$ cat config.mk
export PLATFORM = sky130hd
export DESIGN_NAME = priority_dec
export DESIGN_NICKNAME = d
export VERILOG_FILES = /design/src/rtl/priority_dec.sv
export SDC_FILE = /design/constraint.sdc
export NUM_CORES = 1
export LEC_CHECK = 0
export ABC_AREA = 1
export CELL_PAD_IN_SITES_DETAIL_PLACEMENT = 1
export CELL_PAD_IN_SITES_GLOBAL_PLACEMENT = 1
export CORE_UTILIZATION = 37
export DETAILED_ROUTE_END_ITERATION = 8
export PLACE_DENSITY_LB_ADDON = 0.1
export SYNTH_ARGS = -nofsm -noshare
export SYNTH_HDL_FRONTEND = slang
export SYNTH_SLANG_ARGS = --single-unit
export TNS_END_PERCENT = 5
$ cat constraint.sdc
create_clock -name clk -period 1.84 [get_ports clk]
set_input_delay 0.368 -clock clk [delete_from_list [all_inputs] [get_ports clk]]
set_output_delay 0.368 -clock clk [all_outputs]
set_load 0.005 [all_outputs]
$ cat src/rtl/priority_dec.sv
// Index FIFO feeding a one-hot grant generator: each queued index becomes a
// HOLD-cycle one-hot grant, with one idle cycle between back-to-back grants.
module priority_dec #(
  parameter int unsigned DEPTH = 4,
  parameter int unsigned HOLD  = 2
) (
  input  logic       clk,
  input  logic       rst,
  input  logic       en,
  input  logic       in_valid,
  input  logic [2:0] in,
  output logic       in_ready,
  output logic [7:0] out,
  output logic       out_valid,
  output logic       busy,
  output logic [3:0] fifo_count
);

  localparam int unsigned PW = (DEPTH <= 2) ? 1 : $clog2(DEPTH);

  typedef enum logic [1:0] {IDLE, GRANT, GAP} state_t;

  state_t      state;
  logic [2:0]  mem [DEPTH];
  logic [PW-1:0] wr_ptr;
  logic [PW-1:0] rd_ptr;
  logic [3:0]  hold_cnt;
  logic        push;
  logic        pop;
  logic [2:0]  head;

  assign in_ready = (fifo_count != 4'(DEPTH));
  assign push     = in_valid && in_ready;
  assign pop      = (state != GRANT) && en && (fifo_count != 4'd0);
  assign head     = mem[rd_ptr];
  assign busy     = (fifo_count != 4'd0) || (state != IDLE);

  // Storage has no reset; validity is tracked by the pointers and count.
  always_ff @(posedge clk) begin
    if (push) mem[wr_ptr] <= in;
  end

  // Pointers wrap naturally since DEPTH is a power of two.
  always_ff @(posedge clk) begin
    if (rst) begin
      wr_ptr     <= '0;
      rd_ptr     <= '0;
      fifo_count <= 4'd0;
    end else begin
      if (push) wr_ptr <= PW'(wr_ptr + PW'(1));
      if (pop)  rd_ptr <= PW'(rd_ptr + PW'(1));
      case ({push, pop})
        2'b10:   fifo_count <= 4'(fifo_count + 4'd1);
        2'b01:   fifo_count <= 4'(fifo_count - 4'd1);
        default: fifo_count <= fifo_count;
      endcase
    end
  end

  // Grant FSM; out and out_valid are registered together.
  always_ff @(posedge clk) begin
    if (rst) begin
      state     <= IDLE;
      out       <= 8'h00;
      out_valid <= 1'b0;
      hold_cnt  <= 4'd0;
    end else begin
      case (state)
        IDLE, GAP: begin
          if (pop) begin
            out       <= 8'(8'd1 << head);
            out_valid <= 1'b1;
            hold_cnt  <= 4'(HOLD - 1);
            state     <= GRANT;
          end else begin
            out       <= 8'h00;
            out_valid <= 1'b0;
            state     <= IDLE;
          end
        end
        GRANT: begin
          if (hold_cnt == 4'd0) begin
            out       <= 8'h00;
            out_valid <= 1'b0;
            // With nothing queued, GAP would only fall through to IDLE.
            state     <= ((fifo_count != 4'd0) || push) ? GAP : IDLE;
          end else begin
            hold_cnt <= 4'(hold_cnt - 4'd1);
          end
        end
        default: begin
          out       <= 8'h00;
          out_valid <= 1'b0;
          state     <= IDLE;
        end
      endcase
    end
  end

endmodule

Word-level counts from Yosys, hierarchy flattened
Memories as Yosys holds them, arrays and structs flattened. A register that Yosys moved wholly into a read port is not among the register bits.
Cells that the tools add are included.

operators by class
  reduce and logical (&&, ||, !) cells = 13
  eq/ne operators = 9
  shift operators = 1
  add/sub/neg operators = 5
  muxes and demuxes = 18

operator list
  cell                 count
  $mux 8               2
  $pmux 4 s2           2
  $pmux 8 s2           1
  $mux 2               4
  $mux 4               2
  $shl 1x3->8 const A  1
  $sub 4x1->4 const B  2
  $ne 2x2->1 const B   3
  $reduce_bool 2->1    3
  $mux 1               5
  $add 2x1->2 const B  2
  $add 4x1->4 const B  1
  $eq 2x1->1 const B   2
  $eq 2x2->1 const B   2
  $logic_not 4->1      1
  $ne 4x3->1 const B   1
  $pmux 2 s2           1
  $reduce_bool 4->1    1
  $logic_and 1x1->1    3
  $reduce_and 3->1     1
  $logic_not 2->1      1
  $logic_or 1x1->1     2
  $ne 2x1->1 const B   1
  $pmux 1 s2           1
  $reduce_or 2->1      1

storage, ports and cells
  memories kept = 1
  output and inout port bits = 15
  word-level logic and storage cells = 54
  input bits = 7
  bits in registers = 23
  RAM bits = 12

memories
  name  depth  width  read ports  clocked after Yosys merged registers in  wr ports  line  RTL
  mem   4      3      1           1                                        1         24    logic [2:0] mem [DEPTH];

Logic depth before layout (Yosys ltp)
Gate-level depths: netlist of run 1.

  depth after elaboration = 6
  depth in mapped cells = 15
  depth with buffers taken out = 15

Worst setup path after synthesis of run 1
OpenSTA, ideal clock, no wires.

  kind = reg2reg
  start = reg fifo_count[1]
  end = reg fifo_count[2]
  cell stages (with the launch flop) = 14
  arrival = 1.731 ns
  clock period less this slack = 1.847 ns
  path buffers = 0
  slack = -0.007 ns
  required time = 1.725 ns
  path through = dfxtp_1 nor2_1 nand3_2 nand2_4 inv_4 ha_1 nand2_1 inv_1 nor2_1 ha_1 a21oi_1 xnor2_1 o21ai_0 inv_1

between the ends
  longest elaborated chain between the ends = 4

ends and longest elaborated chain
  what                                                    line  RTL
  start: declaration                                      16    output logic [3:0] fifo_count
  start signal: assignment                                53    2'b10: fifo_count <= 4'(fifo_count + 4'd1);
  start signal: assignment                                54    2'b01: fifo_count <= 4'(fifo_count - 4'd1);
  start signal: assignment                                55    default: fifo_count <= fifo_count;
  $reduce_bool 4->1 (*)                                   34    assign pop = (state != GRANT) && en && (fifo_count != 4'd0);
  $logic_and 1x1->1 (*)                                   34
  net pop                                                 29    logic pop;
  $eq 2x1->1 / $eq 2x2->1 (equally long branches)         52    case ({push, pop})
  $pmux 4 s2 / $reduce_bool 2->1 (equally long branches)  --

Mark *: on every way through the listed nets, which the timed path passes. The rest lies on a longest branch.
A chain may end at the register's enable or synchronous reset.

Final worst setup path of run 1
  start = reg fifo_count[1]
  end = out busy

between the ends
  longest elaborated chain between the ends = 2

ends and longest elaborated chain
  what               line  RTL
  $reduce_bool 4->1  36    assign busy = (fifo_count != 4'd0) || (state != IDLE);
  $logic_or 1x1->1   36
  end: declaration   15    output logic busy,

Every way passes these cells.

==> impl_metrics.toml, run 1 <==
[global_route]
antenna_found_initial = 0
grt-ovfl-total = 0
first_global_vias = 1468
grt_pass1_wl_um = 6490
groute.usage.overall = 0.166
grt_max_degree = 15

[cells_and_area]
area_growth_pct = 29.2
area.sequential_sq_um = 863
multiInputGateArea_sq_um = 845
drive_above_1_share = 0.267
diodes = 0
n_fill_cell = 542
final_cells = 288
fin_nets = 251

[yosys]
synth_top_area_cell = "dfxtp_1"
syn_nets = 214
synth-edff-count = 12
yosys.area.top_type_share = 0.283
syn_area_per_cell_sq_um = 8.94
syn_inst = 198
synthesis.area_sq_um = 1770
ys.flop_type = "dfxtp_1"
synthTopCellsByCount = "nand2_1 (35), dfxtp_1 (25), inv_1 (22)"
yosysMostFrequentCell = "nand2_1"
synth-async-reset-ratio = 0
yosysWarnings = 0
synthDistinctLibCells = 29
seq_area_frac_synth = 0.487
synth_area_leaders = "dfxtp_1 (28%), edfxtp_1 (20%), nand2_1 (7.4%)"
ys_ff_latch = 37

[die]
io_pins = 22
die_w_um = 71.2
dieHeight_um = 71.2
design.core.area_sq_um = 4470
start_util = 0.395
rows = 24
die_area_sq_um = 5060

[power]
clkPwrFrac = 0.205
pwr-share-comb = 0.461
vdd_ir_drop_max_v = 0.000686
power_density_nw_per_um2 = 1500
switching_share = 0.387
internal_power_w = 0.00210
switchingPower_w = 0.00133
pwr-share-seq = 0.334
leakagePower_nw = 0.926

[worst_hold_path]
worstHoldPathType = "reg -> reg"
hp-start = "out_valid"

[worst_setup_path]
worstPathMaxFanout = 2
end_kind = "output pin"
worstReg2RegStart = "fifo_count[1]"
worstSetupStartpoint = "fifo_count[1]"
start_kind = "flop"
critPathTopFamily = "buffers and inverters"
cp_num_buf_inv = 2
slowest_stage = "dfxtp_2"
critPathArrivalTime_ns = 1.42
required_ns = 1.47
path_class = "reg -> out"
critical_path.cell_chain = "nor2_4 -> nand3_2 -> buf_4 -> nor2_2 -> nand2_1 -> dlygate4sd2_1"
slowest_delay_ns = 0.34

[sta]
maxSlewViolCount = 0
timing.hold.ws_ns = 0.474
fmax_mhz = 561
setup_viol = 0
rsz0062_at_grt = "true"
fin_crit_sh = 0.969
hold_violations = 0
clock_skew_ns = 0.00392
relSlewSlack = 0.795
tightest_slew_ns = 0.305
period_minus_slack_ns = 1.78
fin_ws_ns = 0.0562

[cts]
clk_latency_ns = 0.29
cts_tree = "yes"
cts_made_buffers = 5
clock_tree.buffer_depth = 2
clockRootBuffer = "clkbuf_8"
htree_num_levels = 2
cts.clk_slew.worst_paths_ns = 0.07
hold_buffers = 0
clock_sinks = 37

[drt]
vias = 1381
first_pass_iters = 6
drt-initial-drc-count = 46
viasPerCell = 4.80
drc = 0
avgRoutedWirePerCell_um = 12.9
drt-total-wl_um = 3720
antenna_left = 0

[run_status]
status = "completed"

[place]
post-dp-hpwl_um = 2890
place_ws_ns = -0.421
dp_cells = 279
port_buffers = 21
globalplace.congestion = 0.746

[flow_run]
max-cap-violations = 0
-- layer usage --
metal	part of all wire	wire length (um)	up-vias	track usage
met5	0	0	-	0
met4	0.012	46	0	0.0467
met3	0.024	89	6	0.0470
met2	0.52	1920	22	0.302
met1	0.45	1670	643	0.189
li1	-	-	710	-
-- layout by cell type, fill, tap and decap left out, types with 2 or more instances in the layout --
| cell type | instances |
|---|---|
| nor2_2 | 5 |
| buf_4 | 11 |
| nand2_1 | 34 |
| o21ai_1 | 2 |
| inv_2 | 7 |
| ha_1 | 7 |
| dfxtp_1 | 23 |
| nand2_4 | 4 |
| nor2_1 | 17 |
| nand3_1 | 16 |
| edfxtp_1 | 12 |
| a21oi_1 | 7 |
| ha_4 | 2 |
| a21oi_2 | 11 |
| inv_1 | 19 |
| clkbuf_8 | 5 |
| dfxtp_2 | 2 |
| o21ai_0 | 5 |
| nand2_2 | 3 |
| nor3_1 | 2 |
| nand4_1 | 2 |
| nor2_4 | 6 |
| clkdlybuf4s50_1 | 19 |
-- cells by family after synthesis --
group	Yosys count	share of synthesized area
buffers and inverters	29	0.0679
flip-flops	37	0.487
AND/OR/NAND/NOR	93	0.262
XOR/XNOR	3	0.0191
AO/OA/AOI/OAI	27	0.100
adder cells (fa/ha/maj)	9	0.0637
-- final cells by class --
| type | count | share of cell area |
|---|---|---|
| Sequential cell | 37 | 0.378 |
| Tap cell | 52 | 0.0285 |
| Clock buffer | 5 | 0.0301 |
| Multi-Input combinational cell | 132 | 0.369 |
| Inverter | 27 | 0.0454 |
| Timing Repair Buffer | 32 | 0.129 |
| Clock inverter | 3 | 0.0203 |
-- worst paths after layout --
kind,end,slack (ns),cells past startpoint
setup / recovery,busy,0.06,6
hold / removal,out_valid,0.47,1
setup reg to reg,fifo_count[2],0.12,13
hold reg to reg,out_valid,0.47,1
-- timing repair --
item	4_1_cts	5_1_grt
gates resized for setup	6	15
pin swaps	3	6
endpoints found under the setup margin	3	2
setup buffers	0	1
-- worst register-to-register path: cells and delay by family, from the launching register on --
kind	cells	cell delay (ns)
buffers and inverters	3	0.13
XOR/XNOR	1	0.13
adder cells (fa/ha/maj)	2	0.31
AND/OR/NAND/NOR	5	0.53
AO/OA/AOI/OAI	2	0.18
flip-flops	1	0.34
-- power by group through the flow --
stage | sequential (W) | clock, W | combinational, W
2_1_floorplan | 0.00115 | 0 | 0.000951
6_report | 0.00114 | 0.000702 | 0.00158
5_1_grt | 0.00116 | 0.000753 | 0.00177
3_5_place_dp | 0.00115 | 0 | 0.00147
3_3_place_gp | 0.00114 | 0 | 0.00140
4_1_cts | 0.00114 | 0.000725 | 0.00150
-- metrics by stage --
| step | instance area (sq um) | setup TNS (ns) | power [W] | utilization |
|---|---|---|---|---|
| after floorplan | 1770 | 0 | 0.00210 | - |
| after global placement | 2110 | -0.699 | 0.00254 | 0.471 |
| after detailed placement | 2110 | -1.09 | 0.00262 | 0.471 |
| after CTS | 2240 | 0 | 0.00336 | 0.500 |
| after global routing | 2290 | -0.0507 | 0.00369 | 0.511 |
| final | 2290 | 0 | 0.00342 | 0.511 |
-- registers in the layout, summed over array words and instances (netlist names), named ones only --
register / flops
hold_cnt: 4
wr_ptr: 2
rd_ptr: 2
state: 2
out: 8
mem: 12
fifo_count: 4
out_valid: 1
No activity file was read; power rests on OpenSTA's default activity.
==> run 2, diff against run 1 <==
- CTS_CLUSTER_DIAMETER: default -> 150
==> results of run 2 <==
Same layout as run 1: the final DEF is identical, and so are final timing and power.
==> run 3, diff against run 2 <==
- CORE_MARGIN: default -> 2
==> run 3 against run 2 <==
Effect of this change: fmax is 1.2% higher; total power is 2.0% lower; critical path type is now in -> reg; highest routed layer unchanged; register-to-register slack worse by 0.03 ns; critical path depth is 7 higher; global-route usage is 0.58 points lower.
==> impl_metrics.toml, run 3 (same netlist as run 1, synthesis figures left out) <==
[run_status]
status = "completed"

[place]
post-dp-hpwl_um = 2930
port_buffers = 21
globalplace.congestion = 0.770

[cts]
clockRootBuffer = "clkbuf_8"
cts_tree = "yes"
clock_tree.buffer_depth = 2
clock_sinks = 37
htree_num_levels = 2
cts.clk_slew.worst_paths_ns = 0.07
cts_made_buffers = 5
clk_latency_ns = 0.28

[global_route]
grt_max_degree = 15
first_global_vias = 1413
antenna_found_initial = 0
grt_pass1_wl_um = 6450
grt-ovfl-total = 0
groute.usage.overall = 0.160

[drt]
vias = 1379
avgRoutedWirePerCell_um = 13.1
first_pass_iters = 2
viasPerCell = 4.79
antenna_left = 0
drt-total-wl_um = 3770
drt-initial-drc-count = 49
drc = 0

[power]
total_power_w = 0.00335
vdd_ir_drop_max_v = 0.000617
power_density_nw_per_um2 = 1490
leakagePower_nw = 0.908

[sta]
timing.hold.ws_ns = 0.475
hold_violations = 0
rsz0062_at_grt = "true"
fin_crit_sh = 0.958
relSlewSlack = 0.773
clock_skew_ns = 0.00424
tightest_slew_ns = 0.338
fmax_mhz = 567
period_minus_slack_ns = 1.76
setup_viol = 0
fin_setup_tns_ns = 0
maxSlewViolCount = 0

[cells_and_area]
mostFrequentLayoutCell = "nand2_1"
largest_reg_flops = 12
drive_above_1_share = 0.239
multiInputGateArea_sq_um = 812
mostFrequentLayoutCells = "nand2_1 (34), dfxtp_1 (24), inv_1 (20), clkdlybuf4s50_1 (20), nor2_1 (19)"
largest_register = "mem"
n_fill_cell = 548
fin_nets = 249
area_growth_pct = 26.9
fin_util = 0.482
area.sequential_sq_um = 862
diodes = 0
biggestRegsByFlops = "mem x12, out x8"

[die]
design.core.area_sq_um = 4660
dieHeight_um = 73.2
rows = 25
die_w_um = 73.2
start_util = 0.380
io_pins = 22
die_area_sq_um = 5350

[worst_setup_path]
start_kind = "input pin"
end_kind = "flop"
required_ns = 2.02
worstPathMaxFanout = 4
path_class = "in -> reg"
critPathArrivalTime_ns = 1.94

[flow_run]
max-cap-violations = 0

[worst_hold_path]
worstHoldPathType = "reg -> reg"
-- run 3: report_power, final --
part | internal, W | total [W] | switching [W] | leakage, nW
logic | 0.000626 | 0.00149 | 0.000859 | 0.531
registers | 0.00101 | 0.00113 | 0.000119 | 0.314
clock network | 0.000457 | 0.000736 | 0.000280 | 0.0619
total | 0.00210 | 0.00335 | 0.00126 | 0.908
-- run 3: layer usage --
layer | vias up | GRT usage | share of wire
met5 | - | 0 | 0
met4 | 0 | 0.0617 | 0.016
met3 | 6 | 0.0456 | 0.022
met2 | 14 | 0.269 | 0.52
met1 | 651 | 0.193 | 0.45
li1 | 708 | - | -
-- run 3: critical path: stages --
cell,delay [ns]
clkdlybuf4s50_1,0.45
inv_1,0.06
nor2_4,0.10
nand2_4,0.06
inv_4,0.06
ha_4,0.14
nor2_1,0.05
nor2_2,0.15
ha_1,0.18
a21oi_2,0.04
xnor2_1,0.12
o21ai_1,0.11
inv_1,0.04
-- run 3: area by class of cell --
type,count,area share
Clock buffer,7,0.0401
Clock inverter,1,0.0134
Inverter,27,0.0462
Multi-Input combinational cell,132,0.362
Sequential cell,37,0.384
Tap cell,54,0.0301
Timing Repair Buffer,30,0.125
-- run 3: stage by stage --
stage               area [sq um]  worst slack [ns]  instances
floorplan                   1770            0.0139        198
global placement            2100            -0.315        280
detailed placement          2100            -0.408        280
CTS                         2240           -0.0253        288
global route                2250           -0.0600        288
finish                      2250            0.0769        288
-- run 3: path summary, 6_finish.rpt --
path,from,end,cells past startpoint,slack (ns)
worst max-delay path,en,fifo_count[2],13,0.08
worst max register to register,state[0],fifo_count[2],14,0.09
worst min-delay path,out[0],out[0],2,0.48
worst min register to register,out[0],out[0],2,0.48
-- run 3: timing repair --
item	CTS	global route
pin swaps	0	4
resized for setup	6	4
setup buffers	0	0
gates cloned	0	0
hold buffers	0	0
setup endpoints to repair	3	3
